## src/rtl/spm_pkg.sv

```systemverilog
// Shared definitions for the serial-parallel multiplier front-end: sequencer state
// encoding, default operand width and the shift-counter width helper.
package spm_pkg;

  typedef enum logic [1:0] {
    S_IDLE = 2'b00,
    S_RUN  = 2'b01,
    S_RES  = 2'b10
  } seq_state_e;

  localparam int SPM_N = 8;

  // Counter must hold 0..2n inclusive
  function automatic int spm_cnt_w(input int n);
    return $clog2(2 * n + 1);
  endfunction

endpackage

```

## src/rtl/spm_res_sipo.sv

```systemverilog
// Serial-in parallel-out result register: bits enter at the MSB and move towards the LSB,
// so an LSB-first serial product ends up correctly aligned after W shifts.
module spm_res_sipo #(
  parameter int W = 16
) (
  input  logic         clk,
  input  logic         rst,
  input  logic         clr_i,
  input  logic         en_i,
  input  logic         bit_i,
  output logic [W-1:0] q_o
);

  logic [W-1:0] q_q;
  logic [W-1:0] q_d;

  // Clear has priority over a shift so a new operation never inherits stale bits
  always_comb begin
    q_d = q_q;
    if (clr_i) begin
      q_d = '0;
    end else if (en_i) begin
      q_d = {bit_i, q_q[W-1:1]};
    end else begin
      q_d = q_q;
    end
  end

  always_ff @(posedge clk or posedge rst) begin
    if (rst) begin
      q_q <= '0;
    end else begin
      q_q <= q_d;
    end
  end

  assign q_o = q_q;

endmodule

```

## src/rtl/spm_op_sequencer.sv

```systemverilog
// Operand/result front-end for the serial-parallel multiplier. Define SPM_SIGNED_EN to
// sign-extend the serialised multiplier (two's complement operands); default is unsigned.
module spm_op_sequencer
  import spm_pkg::*;
#(
  parameter int N     = SPM_N,
  parameter int CNT_W = spm_cnt_w(N)
) (
  input  logic           clk,
  input  logic           rst,
  input  logic           in_valid,
  output logic           in_ready,
  input  logic [N-1:0]   in_mc,
  input  logic [N-1:0]   in_mp,
  output logic           start,
  output logic           proddone,
  input  logic           ld,
  input  logic           shift,
  input  logic           done,
  output logic [N-1:0]   mc,
  output logic           mp_bit,
  input  logic           p_bit,
  output logic           res_valid,
  input  logic           res_ready,
  output logic [2*N-1:0] res
);

  localparam logic [CNT_W-1:0] CNT_MAX = CNT_W'(2 * N);
  localparam logic [CNT_W-1:0] CNT_ONE = CNT_W'(1);

  seq_state_e       state_q;
  logic             start_q;
  logic             res_valid_q;
  logic [N-1:0]     mc_q;
  logic [N-1:0]     mp_sr_q;
  logic [CNT_W-1:0] cnt_q;

  logic accept_s;
  logic shift_en_s;
  logic fill_s;

  assign in_ready   = ld && (state_q == S_IDLE);
  assign accept_s   = in_valid && in_ready;
  // Shifts beyond 2N (the FSM's trailing shift cycle) must not disturb the result
  assign shift_en_s = (state_q == S_RUN) && shift && (cnt_q != CNT_MAX);

`ifdef SPM_SIGNED_EN
  assign fill_s = mp_sr_q[N-1];
`else
  assign fill_s = 1'b0;
`endif

  // Sequencer FSM with its registered handshake outputs, serialiser and shift counter
  always_ff @(posedge clk or posedge rst) begin
    if (rst) begin
      state_q     <= S_IDLE;
      start_q     <= 1'b0;
      res_valid_q <= 1'b0;
      mc_q        <= '0;
      mp_sr_q     <= '0;
      cnt_q       <= '0;
    end else begin
      case (state_q)
        S_IDLE: begin
          if (accept_s) begin
            state_q <= S_RUN;
            start_q <= 1'b1;
            mc_q    <= in_mc;
            mp_sr_q <= in_mp;
            cnt_q   <= '0;
          end
        end
        S_RUN: begin
          if (shift_en_s) begin
            mp_sr_q <= {fill_s, mp_sr_q[N-1:1]};
            cnt_q   <= cnt_q + CNT_ONE;
          end
          if (done) begin
            state_q     <= S_RES;
            res_valid_q <= 1'b1;
          end
        end
        S_RES: begin
          // start stays high here to park the control FSM in its done state
          if (res_ready) begin
            state_q     <= S_IDLE;
            start_q     <= 1'b0;
            res_valid_q <= 1'b0;
          end
        end
        default: begin
          state_q     <= S_IDLE;
          start_q     <= 1'b0;
          res_valid_q <= 1'b0;
        end
      endcase
    end
  end

  spm_res_sipo #(
    .W (2 * N)
  ) u_res (
    .clk   (clk),
    .rst   (rst),
    .clr_i (accept_s),
    .en_i  (shift_en_s),
    .bit_i (p_bit),
    .q_o   (res)
  );

  assign start     = start_q;
  assign res_valid = res_valid_q;
  assign mc        = mc_q;
  assign mp_bit    = mp_sr_q[0];
  assign proddone  = (cnt_q == CNT_MAX);

endmodule

```

## config.mk

```make
export PLATFORM = sky130hd
export DESIGN_NAME = spm_op_sequencer
export DESIGN_NICKNAME = d
export VERILOG_FILES = /design/src/rtl/spm_pkg.sv /design/src/rtl/spm_res_sipo.sv /design/src/rtl/spm_op_sequencer.sv
export SDC_FILE = /design/constraint.sdc
export NUM_CORES = 1
export LEC_CHECK = 0
export CAP_MARGIN = 40
export CORE_ASPECT_RATIO = 1.5
export CORE_MARGIN = 2
export CORE_UTILIZATION = 39
export DETAILED_ROUTE_END_ITERATION = 8
export GPL_ROUTABILITY_DRIVEN = 1
export PLACE_DENSITY = 0.67
export SYNTH_ARGS = -nofsm -noshare
export SYNTH_HDL_FRONTEND = slang
export SYNTH_HIERARCHICAL = 1
export SYNTH_SLANG_ARGS = --single-unit
```

## constraint.sdc

```tcl
create_clock -name clk -period 5.21 [get_ports clk]
set_input_delay 1.042 -clock clk [delete_from_list [all_inputs] [get_ports clk]]
set_output_delay 1.042 -clock clk [all_outputs]
set_load 0.02 [all_outputs]
```

==> metrics.log <==
[metrics] Worst setup EP type: output pin
[metrics] number of port buffers: 52
[metrics] peak clock frequency supported by timing: between 200 and 300 MHz
[metrics] power per cell area: ~380 nW/um2
[metrics] net count after synthesis: about 190
[metrics] category of the critical setup timing path: input pin to output pin
[metrics] reg-to-reg slack, setup: 2.81 ns
[metrics] Floorplan Core Area: ~4600 um2
[metrics] Via-to-Cell Ratio: 4.840
[metrics] worst endpoint data arrival time: 2.38 ns
[metrics] clk_lat worst skew: about 0.29 ns
[metrics] non-filler cells, final: 281
[metrics] Unique masters post-synth: 28
[metrics] post-CTS repair timing setup buffer count: 0
[metrics] Max-Cap Viols: 0
[metrics] startpoint of the most critical setup path: ld
[metrics] overall power: 0.9441 mW
[metrics] global router's overall resource usage: 0.1574
[metrics] Critical Path Most Common Cell: sky130_fd_sc_hd__clkdlybuf4s50_1
[metrics] total wire length after detailed routing: ~3800 um
[metrics] Critical Path Stages: 3
[metrics] Storage cell area: roughly 1000 um2
[metrics] Hold Path Origin: cnt_q[4]$_DFFE_PP0P_
[metrics] reg2reg path depth: 7
[metrics] most common cell after layout, fill and taps aside: sky130_fd_sc_hd__clkdlybuf4s50_1
[metrics] count of TritonRoute iterations in the first routing pass: 4
[metrics] post-synth top area cell: sky130_fd_sc_hd__dfrtp_1
[metrics] overall die width: just over 60 um
[metrics] Hold Worst Slack: around 0.47 ns
[metrics] number of buffers added to fix hold violations after cts: 0
[metrics] Setup Viol. Count Final: 0
[metrics] Max clock buf depth: 2
[metrics] slowest library cell on the worst path: sky130_fd_sc_hd__clkdlybuf4s50_1
[metrics] Std-Cell Rows: 30
[metrics] normalized max-slew margin: 0.4410
[metrics] max-slew violations: 0
[metrics] Filler Cells Inserted: approximately 460
[metrics] result of the run: finished clean
[metrics] post-synth top area share: 0.5485
[metrics] count of H-tree levels built during CTS: 2
[metrics] cell chain of the critical path: clkdlybuf4s50_1 > nor3b_1 > clkdlybuf4s50_1
[metrics] layout net count: 242
[metrics] setup skew after layout: 0.004103 ns
[metrics] startpoint class of the critical path: input pin
[metrics] Yosys warning total: 6
[metrics] fraction of final layout cells sized beyond drive strength 1: 0.05991
[metrics] Initial Util: 0.4085
[metrics] wire length of the first global-routing pass: around 6200 um
[metrics] die area: between 5000 and 6000 um2
[metrics] RePlAce Congestion: ~0.66
[metrics] area of all placed cells without fillers: between 2000 and 2500 um2
[metrics] CTS tree: done
[metrics] clock slew at reported path FFs: approximately 0.07 ns
[metrics] cell types with the largest area share after synthesis: sky130_fd_sc_hd__dfrtp_1 (55%), sky130_fd_sc_hd__mux2i_1 (10%), sky130_fd_sc_hd__nand2_1 (6.6%)
[metrics] type of the most critical hold path: flop to flop
[metrics] core occupancy in the finished layout: 0.5404
[metrics] total cell area at the placement stage: approximately 2400 um2
[metrics] clock root buffer: sky130_fd_sc_hd__clkbuf_8
[metrics] unrepaired setup endpoints after global routing: false
[metrics] combined area of all synthesized cells: 1871 um2
[metrics] total congestion overflow after global routing: 0
[metrics] endpoint required time on the critical path: between 4 and 5 ns
[metrics] Multi-input gate area: 726.9 um2
[metrics] total instance count after detailed placement: 273
[metrics] VDD IR-drop max: between 150 and 200 uV
[metrics] detailed-placement wirelength estimate: roughly 2700 um
[metrics] Post-Syn Instances: approximately 170
[metrics] via count of the first global-routing pass: between 1k and 1.5k
[metrics] origin of the critical flop-to-flop path: cnt_q[0]$_DFFE_PP0P_
[metrics] Slew @ Worst Pin: around 0.84 ns
[metrics] number of sinks on the clock net: slightly above 40
[metrics] DRC violations left: 0
[metrics] Total Negative Setup Slacks: 0 ns
[metrics] buffers and inverters on the worst path: 2
[metrics] post-layout worst setup margin: 1.792 ns
[metrics] Hold Vio Cnt, Final: 0
[metrics] area delta synth->final: 32.31%
[metrics] register bit count reported by yosys: slightly above 40
[metrics] Setup WS pre-CTS: roughly 1.8 ns
[metrics] critical path peak fanout: 2
[metrics] leakage power figure: between 1 and 1.5 nW
[metrics] average wire per cell in the routed design: about 14 um
[metrics] capture point of the worst reg-to-reg path: u_res/q_o[3]$_DFFE_PP0P_
[metrics] crit path to: in_ready
[metrics] family with the most delay on the worst path: buffers and inverters
[metrics] 1st-iter DRT viols: 55
[metrics] height of the die: ~89 um
[metrics] TritonCTS buffer count: 5
[metrics] Antenna diodes: 0
[metrics] average footprint of a synthesized cell: roughly 11 um2
[metrics] delay of the slowest cell on the worst path: between 0.6 and 0.7 ns
[metrics] Final period util: 0.6561
[metrics] Gates resized, CTS repair: 0
[metrics] number of antenna violations at the first check in global routing: 0
[metrics] pin count of the biggest net entering global routing: 27
[metrics] via count of the routed design: roughly 1.4k
[metrics] most frequent cells in the layout: sky130_fd_sc_hd__clkdlybuf4s50_1 (52), sky130_fd_sc_hd__dfrtp_1 (41), sky130_fd_sc_hd__nand2_1 (33)
[metrics] number of primary I/O pins: 53
[metrics] proportion of synthesized chip area in sequential cells: 0.5485
[metrics] number of nets with antenna violations after detailed routing: 0
[metrics] time the worst path needs with I/O delays and setup: around 3.4 ns
-- worst min path at each step --
stage	to	depth (start not counted)
after global placement	mc[3]$_DFFE_PP0P_	2
final	cnt_q[4]$_DFFE_PP0P_	1
after floorplan	cnt_q[4]$_DFFE_PP0P_	1
after global routing	start$_DFFE_PP0P_	2
after detailed placement	mc[2]$_DFFE_PP0P_	2
after CTS	mc[2]$_DFFE_PP0P_	2
-- cells by family after synthesis --
group           after synthesis  synth area share
buf+inv                      17           0.06287
mux                          20            0.1097
simple gates                 62            0.1679
compound gates               24           0.09766
fa+ha+maj                     2           0.01338
flops                        41            0.5485
-- state kept, by name, indices dropped and copies added, names as in the netlist --
signal     flops
res_valid      1
mp_sr_q        8
mc             8
u_res/q_o     16
state_q        2
cnt_q          5
start          1
-- cells in the mapped netlist --
| cell type | n |
|---|---|
| sky130_fd_sc_hd__nor2_1 | 18 |
| sky130_fd_sc_hd__nor3b_1 | 2 |
| sky130_fd_sc_hd__nand3b_4 | 1 |
| sky130_fd_sc_hd__nand2_1 | 33 |
| sky130_fd_sc_hd__a21oi_1 | 1 |
| sky130_fd_sc_hd__nand4bb_4 | 1 |
| sky130_fd_sc_hd__a31o_2 | 1 |
| sky130_fd_sc_hd__or2_4 | 1 |
| sky130_fd_sc_hd__o21ai_0 | 6 |
| sky130_fd_sc_hd__mux2i_1 | 19 |
| sky130_fd_sc_hd__o32a_1 | 7 |
| sky130_fd_sc_hd__and4bb_1 | 1 |
| sky130_fd_sc_hd__nand3_1 | 2 |
| sky130_fd_sc_hd__buf_4 | 1 |
| sky130_fd_sc_hd__and4bb_2 | 1 |
| sky130_fd_sc_hd__and4b_1 | 1 |
| sky130_fd_sc_hd__ha_1 | 2 |
| sky130_fd_sc_hd__dfrtp_1 | 41 |
| sky130_fd_sc_hd__nand2b_1 | 1 |
| sky130_fd_sc_hd__o21a_1 | 7 |
| sky130_fd_sc_hd__o21ai_2 | 1 |
| sky130_fd_sc_hd__buf_6 | 4 |
| sky130_fd_sc_hd__inv_1 | 7 |
| sky130_fd_sc_hd__buf_12 | 1 |
| sky130_fd_sc_hd__mux2_4 | 1 |
| sky130_fd_sc_hd__buf_1 | 1 |
| sky130_fd_sc_hd__a21o_1 | 1 |
| sky130_fd_sc_hd__buf_2 | 3 |
-- layout make-up --
cell class | count | area share
sequential | 41 | 0.4146
multi-input combinational | 108 | 0.2937
tap | 64 | 0.03236
clock buffer | 8 | 0.03236
timing repair buffer | 53 | 0.2164
inverter | 7 | 0.01062
-- layer usage --
metal	vias up	GRT usage	wire length (um)
met4	0	0.05929	55
li1	662	-	-
met3	6	0.04094	203
met5	-	0	0
met2	43	0.2796	2054
met1	649	0.1774	1516
-- where the power goes --
group | internal, mW | leakage [nW] | total, mW | switching (mW)
combinational | 0.158 | 0.563 | 0.299 | 0.141
clock | 0.0951 | 0.0395 | 0.197 | 0.102
sequential | 0.394 | 0.526 | 0.448 | 0.0538
-- worst register-to-register path, stage by stage, from the launching register on --
cell and delay (ns):
sky130_fd_sc_hd__dfrtp_1 0.41, sky130_fd_sc_hd__inv_1 0.06, sky130_fd_sc_hd__ha_1 0.19, sky130_fd_sc_hd__and4bb_1 0.32
sky130_fd_sc_hd__or2_4 0.32, sky130_fd_sc_hd__inv_1 0.61, sky130_fd_sc_hd__mux2i_1 0.27, sky130_fd_sc_hd__nor2_1 0.06
Power figures use the tool's default switching activity.
